[src/rtl/vram_arbiter_pkg.sv]
// vram_arbiter_pkg: shared VRAM types, default sizes and arbiter state encoding
package vram_arbiter_pkg;

    localparam int NUM_CORES   = 4;
    localparam int VRAM_ADDR_W = 19;
    localparam int VRAM_DATA_W = 8;

    typedef logic [VRAM_ADDR_W-1:0]       vram_addr_t;
    typedef logic [VRAM_DATA_W-1:0]       vram_word_t;
    typedef logic [$clog2(NUM_CORES)-1:0] core_id_t;

    typedef enum logic {
        s_idle = 1'b0,
        s_busy = 1'b1
    } arb_state_t;

endpackage

[src/rtl/vram_arbiter_rr_pick.sv]
// rr_pick: combinational round-robin priority encoder starting at ptr
module rr_pick #(
    parameter int N = 4,
    parameter int W = $clog2(N)
) (
    input  logic [N-1:0] req,
    input  logic [W-1:0] ptr,
    output logic         any,
    output logic [W-1:0] idx
);

    localparam logic [W:0] NV = (W+1)'(N);

    logic [W:0] sum;

    // Walk offsets from farthest to nearest so the nearest active core to ptr wins
    always_comb begin
        any = |req;
        idx = '0;
        sum = '0;
        for (int i = N - 1; i >= 0; i--) begin
            sum = {1'b0, ptr} + (W+1)'(i);
            sum = (sum >= NV) ? sum - NV : sum;
            if (req[sum[W-1:0]]) idx = sum[W-1:0];
        end
    end

endmodule

[src/rtl/vram_arbiter.sv]
// vram_arbiter: round-robin sharing of one VRAM port among NUM_CORES core datapaths
module vram_arbiter
    import vram_arbiter_pkg::*;
#(
    parameter int NUM_CORES = vram_arbiter_pkg::NUM_CORES,
    parameter int ADDR_W    = VRAM_ADDR_W,
    parameter int DATA_W    = VRAM_DATA_W,
    parameter int IW        = $clog2(NUM_CORES)
) (
    input  logic                             clk,
    input  logic                             rst,
    input  logic [NUM_CORES-1:0]             req_active,
    input  logic [NUM_CORES-1:0]             req_w,
    input  logic [NUM_CORES-1:0][ADDR_W-1:0] req_addr,
    input  logic [NUM_CORES-1:0][DATA_W-1:0] req_in,
    output logic [NUM_CORES-1:0]             req_ready,
    output logic [DATA_W-1:0]                req_out,
    output logic                             mem_active,
    output logic                             mem_w,
    output logic [ADDR_W-1:0]                mem_addr,
    output logic [DATA_W-1:0]                mem_in,
    input  logic                             mem_ready,
    input  logic [DATA_W-1:0]                mem_out,
    output logic [IW-1:0]                    grant_id,
    output logic                             busy
);

    localparam logic [IW-1:0] LAST = IW'(NUM_CORES - 1);

    arb_state_t    state, state_n;
    logic [IW-1:0] rr_ptr, rr_ptr_n, grant_n, pick_idx;
    logic          pick_any;

    rr_pick #(.N(NUM_CORES), .W(IW)) u_pick (
        .req (req_active),
        .ptr (rr_ptr),
        .any (pick_any),
        .idx (pick_idx)
    );

    // State, round-robin pointer and grant register; reset abandons any open transaction
    always_ff @(posedge clk) begin
        if (rst) begin
            state    <= s_idle;
            rr_ptr   <= '0;
            grant_id <= '0;
        end else begin
            state    <= state_n;
            rr_ptr   <= rr_ptr_n;
            grant_id <= grant_n;
        end
    end

    // Grant in idle, hold until memory completes, then advance the pointer past the winner
    always_comb begin
        state_n  = state;
        rr_ptr_n = rr_ptr;
        grant_n  = grant_id;
        if (state == s_idle) begin
            state_n = pick_any ? s_busy : s_idle;
            grant_n = pick_any ? pick_idx : grant_id;
        end else if (mem_ready) begin
            state_n  = s_idle;
            rr_ptr_n = (grant_id == LAST) ? '0 : grant_id + 1'b1;
        end
    end

    // Memory side follows the granted core; completion is routed back the same cycle
    always_comb begin
        busy       = (state == s_busy);
        mem_active = busy;
        mem_w      = req_w[grant_id];
        mem_addr   = req_addr[grant_id];
        mem_in     = req_in[grant_id];
        req_ready  = (busy && mem_ready) ? (NUM_CORES'(1) << grant_id) : '0;
        req_out    = mem_out;
    end

endmodule
[config.mk]
export PLATFORM = sky130hd
export DESIGN_NAME = vram_arbiter
export DESIGN_NICKNAME = d
export VERILOG_FILES = /design/src/rtl/vram_arbiter_pkg.sv /design/src/rtl/vram_arbiter_rr_pick.sv /design/src/rtl/vram_arbiter.sv
export SDC_FILE = /design/constraint.sdc
export NUM_CORES = 1
export LEC_CHECK = 0
export ABC_CLOCK_PERIOD_IN_PS = 1500
export CORE_MARGIN = 8
export CORE_UTILIZATION = 21
export DETAILED_ROUTE_END_ITERATION = 8
export PLACE_DENSITY = 0.79
export SLEW_MARGIN = 20
export SYNTH_ARGS = -nofsm -noshare
export SYNTH_HDL_FRONTEND = slang
export SYNTH_HIERARCHICAL = 1
export SYNTH_SLANG_ARGS = --single-unit
[constraint.sdc]
create_clock -name clk -period 1.5 [get_ports clk]
set_input_delay 0.3 -clock clk [delete_from_list [all_inputs] [get_ports clk]]
set_output_delay 0.3 -clock clk [all_outputs]
set_load 0.03 [all_outputs]
==> metrics.txt, run 1 <==
via count of the first global-routing pass=1,557; number of buffers inserted for hold repair after clock tree synthesis=0; net switching power of the design=0.544 mW; Gate power share=73.9%; Top Usage Layer GRT=met2; residual antenna-violating net count after detailed routing=0; fmax=0.554 GHz; count of H-tree levels built during CTS=1; final routed DRC violation total=0; Die Footprint=7750 µm²; cell area after placement=2750 µm²; Total Routing Usage GR=15.2%; Crit Path Class=reg -> out; met3 track demand over resource=4.97%; relative slew slack=71.4%; part of the total power dissipated in sequential elements=10.4%; register-to-register setup slack=0.23 ns; TritonCTS clock tree=done; Num Clock Sinks=5; buffer type at the clock tree root=sky130_fd_sc_hd__clkbuf_8; synth-to-layout area growth=176%; Static Leak=1.13 nW; post-synthesis cell count=86; arrival time at the worst endpoint=1.50 ns; netlist area before placement=1090 µm²; largest stage delay on the critical path=0.50 ns; result of the run=finished with violations; Hold WC Path Type=reg -> reg; drt initial violations=21; transition at the pin with the smallest max-transition slack=0.429 ns; Routed WL=6360 µm; fraction of layout cells with a size suffix above 1=39.0%; average footprint of a synthesized cell=12.7 µm²; routed len/inst=20.1 µm; distinct cell type count of the synthesized netlist=20; Overflow after GRT=0; hold-critical path endpoint=rr_ptr[1]$_SDFFE_PP0P_; period utilization=120%; reg-to-reg critical path endpoint=rr_ptr[1]$_SDFFE_PP0P_; Clock Power Share=15.7%; first-pass GRT wire length=8960 µm; weighted congestion at the end of routability-driven global placement=0.796; Vias=1,440; max-capacitance violation count=0; CP Data Required Time=1.20 ns; total clock buffers created by CTS=3; nets in the synthesized netlist=217; count of endpoints failing hold in the final timing report=0; accumulated negative setup slack=-7.89 ns; met2 Usage GRT=30.8%; number of antenna violations at the first check in global routing=0; final period demand of the worst path=1.80 ns; row count=26; post-route worst setup slack=-0.305 ns; Cell Int Power=1.03 mW; routed via count divided by cell count=4.56; switching power share of the total=34.5%; die span in x=88.0 µm; estimated wirelength of the detail-placed design=5600 µm; iteration count of the initial detailed-routing pass=4; crit path capture type=primary output; worst slack at placement=-0.637 ns; violated checks=negative setup slack; source of the worst register-to-register timing path=grant_id[0]$_SDFFE_PP0P_; initial core utilization=21.5%; Std-Cell Core Area=5070 µm²; launching element type of the critical path=flop; Slew Limit Fails=0; worst-case hold slack=0.535 ns; sequential area share after synthesis=9.18%; Min-Delay Path Depth=2; skew final=0.000998 ns; GR Layer Usage met1=15.1%; maximum net fanout on the critical path=5; clock-pin slew of the registers on the worst-case setup and hold paths=0.03 ns; number of antenna repair diodes=0; Final Instance Area=3010 µm²; worst vdd rail ir drop=0.490 mV; final number of setup-violating endpoints=32; worst hold path startpoint=rr_ptr[1]$_SDFFE_PP0P_; series of cell instances along the critical path=buf_12 > buf_8 > mux4_2 > buf_6; net count of the finished layout=378; maximum buffer depth of the clock tree=2; insertion delay to the later sink of the worst-skew pair=0.22 ns; filler-free cell count of the finished design=316; total of warnings raised by yosys=6; floorplan die height=88.0 µm; Cells after DPL=305; Register-to-Register Path Depth=7; power density over the cells=524 nW/µm²; flip-flop and latch count after synthesis=5; critical-path cell with the highest stage delay=sky130_fd_sc_hd__mux4_2; number of primary I/O pins=171; total of buffers placed on input and output ports=154; pin count of the biggest net entering global routing=21; setup repair after global routing missed its margin=yes
[state kept, by name, indices dropped and copies added, names as in the netlist]
name      flops
busy          1
grant_id      2
rr_ptr        2
[area by class of cell]
type / instances / area, µm²
inverters: 3 / 18.8
repair buffers: 171 / 1820
well taps: 70 / 87.6
flip-flops and latches: 5 / 105
fillers: 437 / 2060
multi-input cells: 63 / 931
clock buffers: 4 / 45.0
[per-layer routing]
layer / part of all wire, % / vias to the layer above / wire length, µm
li1: - / 664 / -
met4: 0 / 0 / 0
met3: 10 / 0 / 659
met1: 33 / 689 / 2120
met2: 56 / 87 / 3580
met5: 0 / - / 0
[timing repair]
action / in CTS / in global routing
cloned: 1 / 0
gates resized for setup: 206 / 0
setup buffers: 7 / 0
pin swaps: 1 / 0
setup endpoints to repair: 32 / 32
[placed cells by master (no fill, tap or decap)]
cell,instances
sky130_fd_sc_hd__nor2_1,9
sky130_fd_sc_hd__dfxtp_2,1
sky130_fd_sc_hd__a21oi_1,3
sky130_fd_sc_hd__buf_12,10
sky130_fd_sc_hd__inv_8,1
sky130_fd_sc_hd__nor2b_1,1
sky130_fd_sc_hd__dfxtp_1,3
sky130_fd_sc_hd__clkbuf_8,3
sky130_fd_sc_hd__nand2_1,4
sky130_fd_sc_hd__buf_6,30
sky130_fd_sc_hd__inv_1,2
sky130_fd_sc_hd__nand2b_1,2
sky130_fd_sc_hd__clkbuf_1,1
sky130_fd_sc_hd__mux4_2,28
sky130_fd_sc_hd__clkdlybuf4s50_1,118
sky130_fd_sc_hd__nor3b_1,1
sky130_fd_sc_hd__buf_4,12
sky130_fd_sc_hd__a211oi_1,1
sky130_fd_sc_hd__and3_4,4
sky130_fd_sc_hd__a211oi_2,1
sky130_fd_sc_hd__buf_8,1
sky130_fd_sc_hd__ha_4,4
sky130_fd_sc_hd__dfxtp_4,1
sky130_fd_sc_hd__mux2i_1,4
sky130_fd_sc_hd__nand3_1,1
[logic make-up (layout without fill, tap and decap cells)]
group,after synthesis,count (layout),share of synthesized area [%]
compound gates,5,5,3.21
fa+ha+maj,4,4,4.59
mux,32,32,61.9
simple gates,22,22,9.64
buf+inv,18,178,11.5
flops,5,5,9.19
[worst max-delay path, delay by kind of cell, from the launching register on]
kind	cells	cell delay (ns)
buffers and inverters	3	0.40
DFF	1	0.38
muxes	1	0.50
[power by group through the flow]
stage / sequential [mW] / clock [mW] / combinational, mW
floorplan: 0.172 / 0 / 0.513
global placement: 0.163 / 0 / 1.05
detailed placement: 0.164 / 0 / 1.07
CTS: 0.164 / 0.255 / 1.19
global route: 0.166 / 0.266 / 1.22
finish: 0.164 / 0.247 / 1.17
[cell usage after synthesis]
library cell	n	share of area, %
sky130_fd_sc_hd__clkbuf_1	2	0.69
sky130_fd_sc_hd__ha_1	4	4.6
sky130_fd_sc_hd__nand3_1	1	0.46
sky130_fd_sc_hd__nor2_1	9	3.1
sky130_fd_sc_hd__nor3b_1	1	0.69
sky130_fd_sc_hd__dfxtp_1	5	9.2
sky130_fd_sc_hd__a211oi_2	1	1.1
sky130_fd_sc_hd__buf_6	3	3.1
sky130_fd_sc_hd__inv_1	3	1.0
sky130_fd_sc_hd__nand2_1	4	1.4
sky130_fd_sc_hd__and3_1	4	2.3
sky130_fd_sc_hd__buf_2	1	0.46
sky130_fd_sc_hd__buf_4	9	6.2
sky130_fd_sc_hd__nor2b_1	1	0.57
sky130_fd_sc_hd__mux4_2	27	56
sky130_fd_sc_hd__mux4_1	1	2.4
sky130_fd_sc_hd__a21oi_1	3	1.4
sky130_fd_sc_hd__a211oi_1	1	0.69
sky130_fd_sc_hd__nand2b_1	2	1.1
sky130_fd_sc_hd__mux2i_1	4	3.7
[worst max path at each step]
stage	slack, ns	endpoint	cells past startpoint	from
3_5_place_dp	-0.64	mem_addr[4]	3	req_addr[61]
4_1_cts	-0.32	mem_in[6]	4	grant_id[0]$_SDFFE_PP0P_
6_report	-0.30	mem_in[6]	4	grant_id[0]$_SDFFE_PP0P_
3_3_place_gp	-0.60	mem_in[5]	3	req_in[13]
5_1_grt	-0.35	mem_w	4	grant_id[0]$_SDFFE_PP0P_
2_1_floorplan	-0.03	mem_addr[0]	2	grant_id[0]$_SDFFE_PP0P_
[per-stage QoR]
| step | utilization [%] | power (mW) |
|---|---|---|
| after floorplan | - | 0.686 |
| after global placement | 54.1 | 1.21 |
| after detailed placement | 54.1 | 1.23 |
| after CTS | 59.9 | 1.61 |
| after global routing | 59.3 | 1.65 |
| final | 59.3 | 1.58 |
Note: power is estimated with default switching activity, not from simulation.
==> run 2: changes to the inputs <==
- ABC_CLOCK_PERIOD_IN_PS: 1500 -> 1600
- SLEW_MARGIN: 20 -> 10
- clock period: 1.5 -> 1.6 ns (I/O delays scaled with it)
==> metrics.txt, run 2 (same netlist as run 1, synthesis figures left out) <==
result of the run=finished with violations; largest stage delay on the critical path=0.50 ns; relative slew slack=79.0%; Overflow after GRT=0; total of buffers placed on input and output ports=154; estimated wirelength of the detail-placed design=5640 µm; period utilization=115%; die span in x=88.0 µm; fmax=0.543 GHz; skew final=0.00387 ns; number of primary I/O pins=171; buffer type at the clock tree root=sky130_fd_sc_hd__clkbuf_8; transition at the pin with the smallest max-transition slack=0.314 ns; commonest cells after routing, fill and taps aside=sky130_fd_sc_hd__clkdlybuf4s50_1 (119), sky130_fd_sc_hd__buf_6 (31), sky130_fd_sc_hd__mux4_2 (28); met3 track demand over resource=5.72%; final period demand of the worst path=1.84 ns; buffers and inverters on the worst path=3; net count of the finished layout=380; accumulated negative setup slack=-5.01 ns; final routed DRC violation total=0; number of antenna repair diodes=0; category of cells accounting for the largest share of critical-path delay=multiplexers; launching element type of the critical path=flop; GR Layer Usage met1=15.7%; count of endpoints failing hold in the final timing report=0; Total Routing Usage GR=15.6%; drt initial violations=10; crit path capture type=primary output; Std-Cell Core Area=5070 µm²; Slew Limit Fails=0; via count of the first global-routing pass=1,552; Overall Power=1.48 mW; routed via count divided by cell count=4.49; routed len/inst=20.5 µm; violated checks=negative setup slack; setup repair after global routing missed its margin=yes; initial core utilization=21.5%; Cells after DPL=308; Static Leak=1.14 nW; total clock buffers created by CTS=3; critical-path cell with the highest stage delay=sky130_fd_sc_hd__mux4_2; maximum buffer depth of the clock tree=2; Vias=1,427; worst vdd rail ir drop=0.649 mV; post-route worst setup slack=-0.240 ns; insertion delay to the later sink of the worst-skew pair=0.22 ns; series of cell instances along the critical path=buf_12 > buf_16 > mux4_2 > buf_6; Die Footprint=7750 µm²; Top Usage Layer GRT=met2; arrival time at the worst endpoint=1.52 ns; number of antenna violations at the first check in global routing=0; clock-pin slew of the registers on the worst-case setup and hold paths=0.04 ns; Routed WL=6510 µm; floorplan die height=88.0 µm; row count=26; power density over the cells=487 nW/µm²; Hold WC Path Type=reg -> reg; Num Clock Sinks=5; TritonCTS clock tree=done; first-pass GRT wire length=9220 µm; maximum net fanout on the critical path=6; Crit Path Class=reg -> out; CP Data Required Time=1.28 ns; synth-to-layout area growth=179%; count of H-tree levels built during CTS=1; fraction of layout cells with a size suffix above 1=39.5%; residual antenna-violating net count after detailed routing=0; met2 Usage GRT=30.6%; filler-free cell count of the finished design=318; final number of setup-violating endpoints=31; pin count of the biggest net entering global routing=20; max-capacitance violation count=0; iteration count of the initial detailed-routing pass=4; weighted congestion at the end of routability-driven global placement=0.802; leading cell type in the layout, fill and taps excluded=sky130_fd_sc_hd__clkdlybuf4s50_1
==> run 2: worst reg2reg max path: cells and delay by family, from the launching register on <==
kind            cells  cell delay (ns)
flops               1             0.40
buf+inv             3             0.29
fa+ha+maj           1             0.25
compound gates      1             0.12
simple gates        1             0.06
==> run 2: cell type report <==
cell class	instances	area, µm²
Fill cell	437	2030
Timing Repair Buffer	173	1860
Tap cell	70	87.6
Clock buffer	4	45.0
Sequential cell	5	108
Multi-Input combinational cell	63	921
Inverter	3	18.8
==> run 2: metrics by stage <==
stage	hold slack, ns	utilization [%]	setup WS, ns	area (µm²)
floorplan	0.383	-	0.0487	1100
global placement	0.523	54.8	-0.539	2780
detailed placement	0.538	54.8	-0.557	2780
CTS	0.549	59.8	-0.251	3030
global route	0.596	59.9	-0.300	3040
finish	0.557	59.9	-0.240	3040
==> run 2: layer usage <==
layer	routed length, µm	vias to the layer above	part of all wire, %
li1	-	669	-
met1	2240	674	34
met2	3590	82	55
met3	663	2	10
met4	17	0	0.26
met5	0	-	0
==> run 2: final timing paths <==
| path | startpoint | to | slack (ns) | cells past startpoint |
|---|---|---|---|---|
| worst max-delay path | grant_id[0]$_SDFFE_PP0P_ | mem_addr[15] | -0.24 | 4 |
| worst min register to register | rr_ptr[1]$_SDFFE_PP0P_ | rr_ptr[1]$_SDFFE_PP0P_ | 0.56 | 2 |
| worst max register to register | grant_id[0]$_SDFFE_PP0P_ | rr_ptr[1]$_SDFFE_PP0P_ | 0.41 | 6 |
| worst min-delay path | rr_ptr[1]$_SDFFE_PP0P_ | rr_ptr[1]$_SDFFE_PP0P_ | 0.56 | 2 |
==> run 2: repair_timing <==
item                                    4_1_cts  5_1_grt
setup buffers                                 5        0
hold buffers                                  0        0
resized for setup                           202        2
endpoints found under the setup margin       32       32
gates cloned                                  1        0
pin swaps                                     1        0
==> run 2: where the power goes <==
part,internal [mW],switching [mW],leakage [nW]
Sequential,0.134,0.0140,0.0425
Clock,0.171,0.0562,0.0228
Combinational,0.673,0.434,1.08
==> run 3: changes to the inputs <==
- CORE_ASPECT_RATIO: unset -> 1.25
==> metrics.txt, run 3 (same netlist as run 1, synthesis figures left out) <==
maximum net fanout on the critical path=6; met2 Usage GRT=27.7%; setup repair after global routing missed its margin=yes; Std-Cell Core Area=5040 µm²; number of antenna repair diodes=0; Final Instance Area=3010 µm²; CP Data Required Time=1.28 ns; post-route worst setup slack=-0.256 ns; first-pass GRT wire length=8440 µm; final number of setup-violating endpoints=33; transition at the pin with the smallest max-transition slack=0.330 ns; accumulated negative setup slack=-5.89 ns; Routed WL=5990 µm; register-to-register setup slack=0.26 ns; iteration count of the initial detailed-routing pass=2; total clock buffers created by CTS=3; total of buffers placed on input and output ports=154; hold-critical path endpoint=rr_ptr[1]$_SDFFE_PP0P_; worst vdd rail ir drop=0.330 mV; worst-case hold slack=0.564 ns; source of the worst register-to-register timing path=grant_id[0]$_SDFFE_PP0P_; buffer type at the clock tree root=sky130_fd_sc_hd__clkbuf_8; period utilization=116%; residual antenna-violating net count after detailed routing=0; via count of the first global-routing pass=1,657; row count=29; routed len/inst=19.3 µm; commonest cells after routing, fill and taps aside=sky130_fd_sc_hd__clkdlybuf4s50_1 (119), sky130_fd_sc_hd__buf_6 (35), sky130_fd_sc_hd__mux4_2 (28); initial core utilization=21.6%; Vias=1,431; die span in x=80.4 µm; clock-pin slew of the registers on the worst-case setup and hold paths=0.04 ns; met3 track demand over resource=5.37%; Die Footprint=7760 µm²; worst hold path startpoint=rr_ptr[1]$_SDFFE_PP0P_; GR Layer Usage met1=12.8%; final routed DRC violation total=0; insertion delay to the later sink of the worst-skew pair=0.22 ns; count of endpoints failing hold in the final timing report=0; routed via count divided by cell count=4.62; weighted congestion at the end of routability-driven global placement=0.778; relative slew slack=77.9%; Overall Power=1.49 mW; violated checks=negative setup slack; final period demand of the worst path=1.86 ns; Static Leak=1.13 nW; Num Clock Sinks=5; TritonCTS clock tree=done; fmax=0.539 GHz; pin count of the biggest net entering global routing=20; number of primary I/O pins=171; maximum buffer depth of the clock tree=2; Util after Layout=59.6%; estimated wirelength of the detail-placed design=5070 µm; max-capacitance violation count=0; Min-Delay Path Depth=2; worst slack at placement=-0.587 ns; crit path capture type=primary output; Crit Path Class=reg -> out; arrival time at the worst endpoint=1.54 ns; number of antenna violations at the first check in global routing=0; floorplan die height=96.5 µm; synth-to-layout area growth=176%; result of the run=finished with violations; Total Routing Usage GR=14.2%; leading cell type in the layout, fill and taps excluded=sky130_fd_sc_hd__clkdlybuf4s50_1; count of H-tree levels built during CTS=1; cell area after placement=2710 µm²; launching element type of the critical path=flop; filler-free cell count of the finished design=310; fraction of layout cells with a size suffix above 1=39.1%; Register-to-Register Path Depth=8; Hold WC Path Type=reg -> reg; reg-to-reg critical path endpoint=rr_ptr[0]$_SDFFE_PP0P_; Slew Limit Fails=0; Cells after DPL=297; Overflow after GRT=0; drt initial violations=21; skew final=0.000363 ns; net count of the finished layout=380; power density over the cells=496 nW/µm²; Top Usage Layer GRT=met2
==> run 3: area by class of cell <==
cell class,instances,area [µm²]
Sequential cell,5,105
Multi-Input combinational cell,63,931
Clock buffer,4,45.0
Inverter,3,13.8
Timing Repair Buffer,173,1840
Tap cell,62,77.6
Fill cell,419,2040
==> run 3: worst max-delay path by stage <==
stage / depth (start not counted) / end / startpoint / slack, ns
global route: 4 / mem_in[3] / grant_id[0]$_SDFFE_PP0P_ / -0.29
detailed placement: 3 / mem_addr[11] / req_addr[68] / -0.59
finish: 4 / mem_in[3] / grant_id[0]$_SDFFE_PP0P_ / -0.26
floorplan: 2 / mem_addr[0] / grant_id[0]$_SDFFE_PP0P_ / 0.05
CTS: 4 / mem_in[3] / grant_id[0]$_SDFFE_PP0P_ / -0.27
global placement: 3 / mem_addr[11] / req_addr[68] / -0.60
==> run 3: critical path, cell delays in order (launching register included) <==
cell and delay, ns:
sky130_fd_sc_hd__dfxtp_4 0.40, sky130_fd_sc_hd__buf_12 0.14, sky130_fd_sc_hd__buf_8 0.11, sky130_fd_sc_hd__mux4_2 0.50
sky130_fd_sc_hd__buf_6 0.16
==> run 3: power breakdown <==
group	switching (mW)	total, mW	internal [mW]
Sequential	0.0151	0.150	0.135
Combinational	0.431	1.10	0.672
Clock	0.0661	0.238	0.171
==> run 3: metal layers <==
layer / vias up / wire length, µm / share of wire (%)
met5: - / 0 / 0
met4: 0 / 150 / 2.5
met3: 14 / 627 / 10
met2: 92 / 3290 / 55
met1: 657 / 1920 / 32
li1: 668 / - / -
==> run 3: timing repair <==
| item | CTS | global route |
|---|---|---|
| gates resized for setup | 182 | 3 |
| pin swaps | 1 | 2 |
| endpoints found under the setup margin | 32 | 32 |
| gates cloned | 1 | 0 |
| setup buffers | 6 | 3 |
| hold buffers | 0 | 0 |
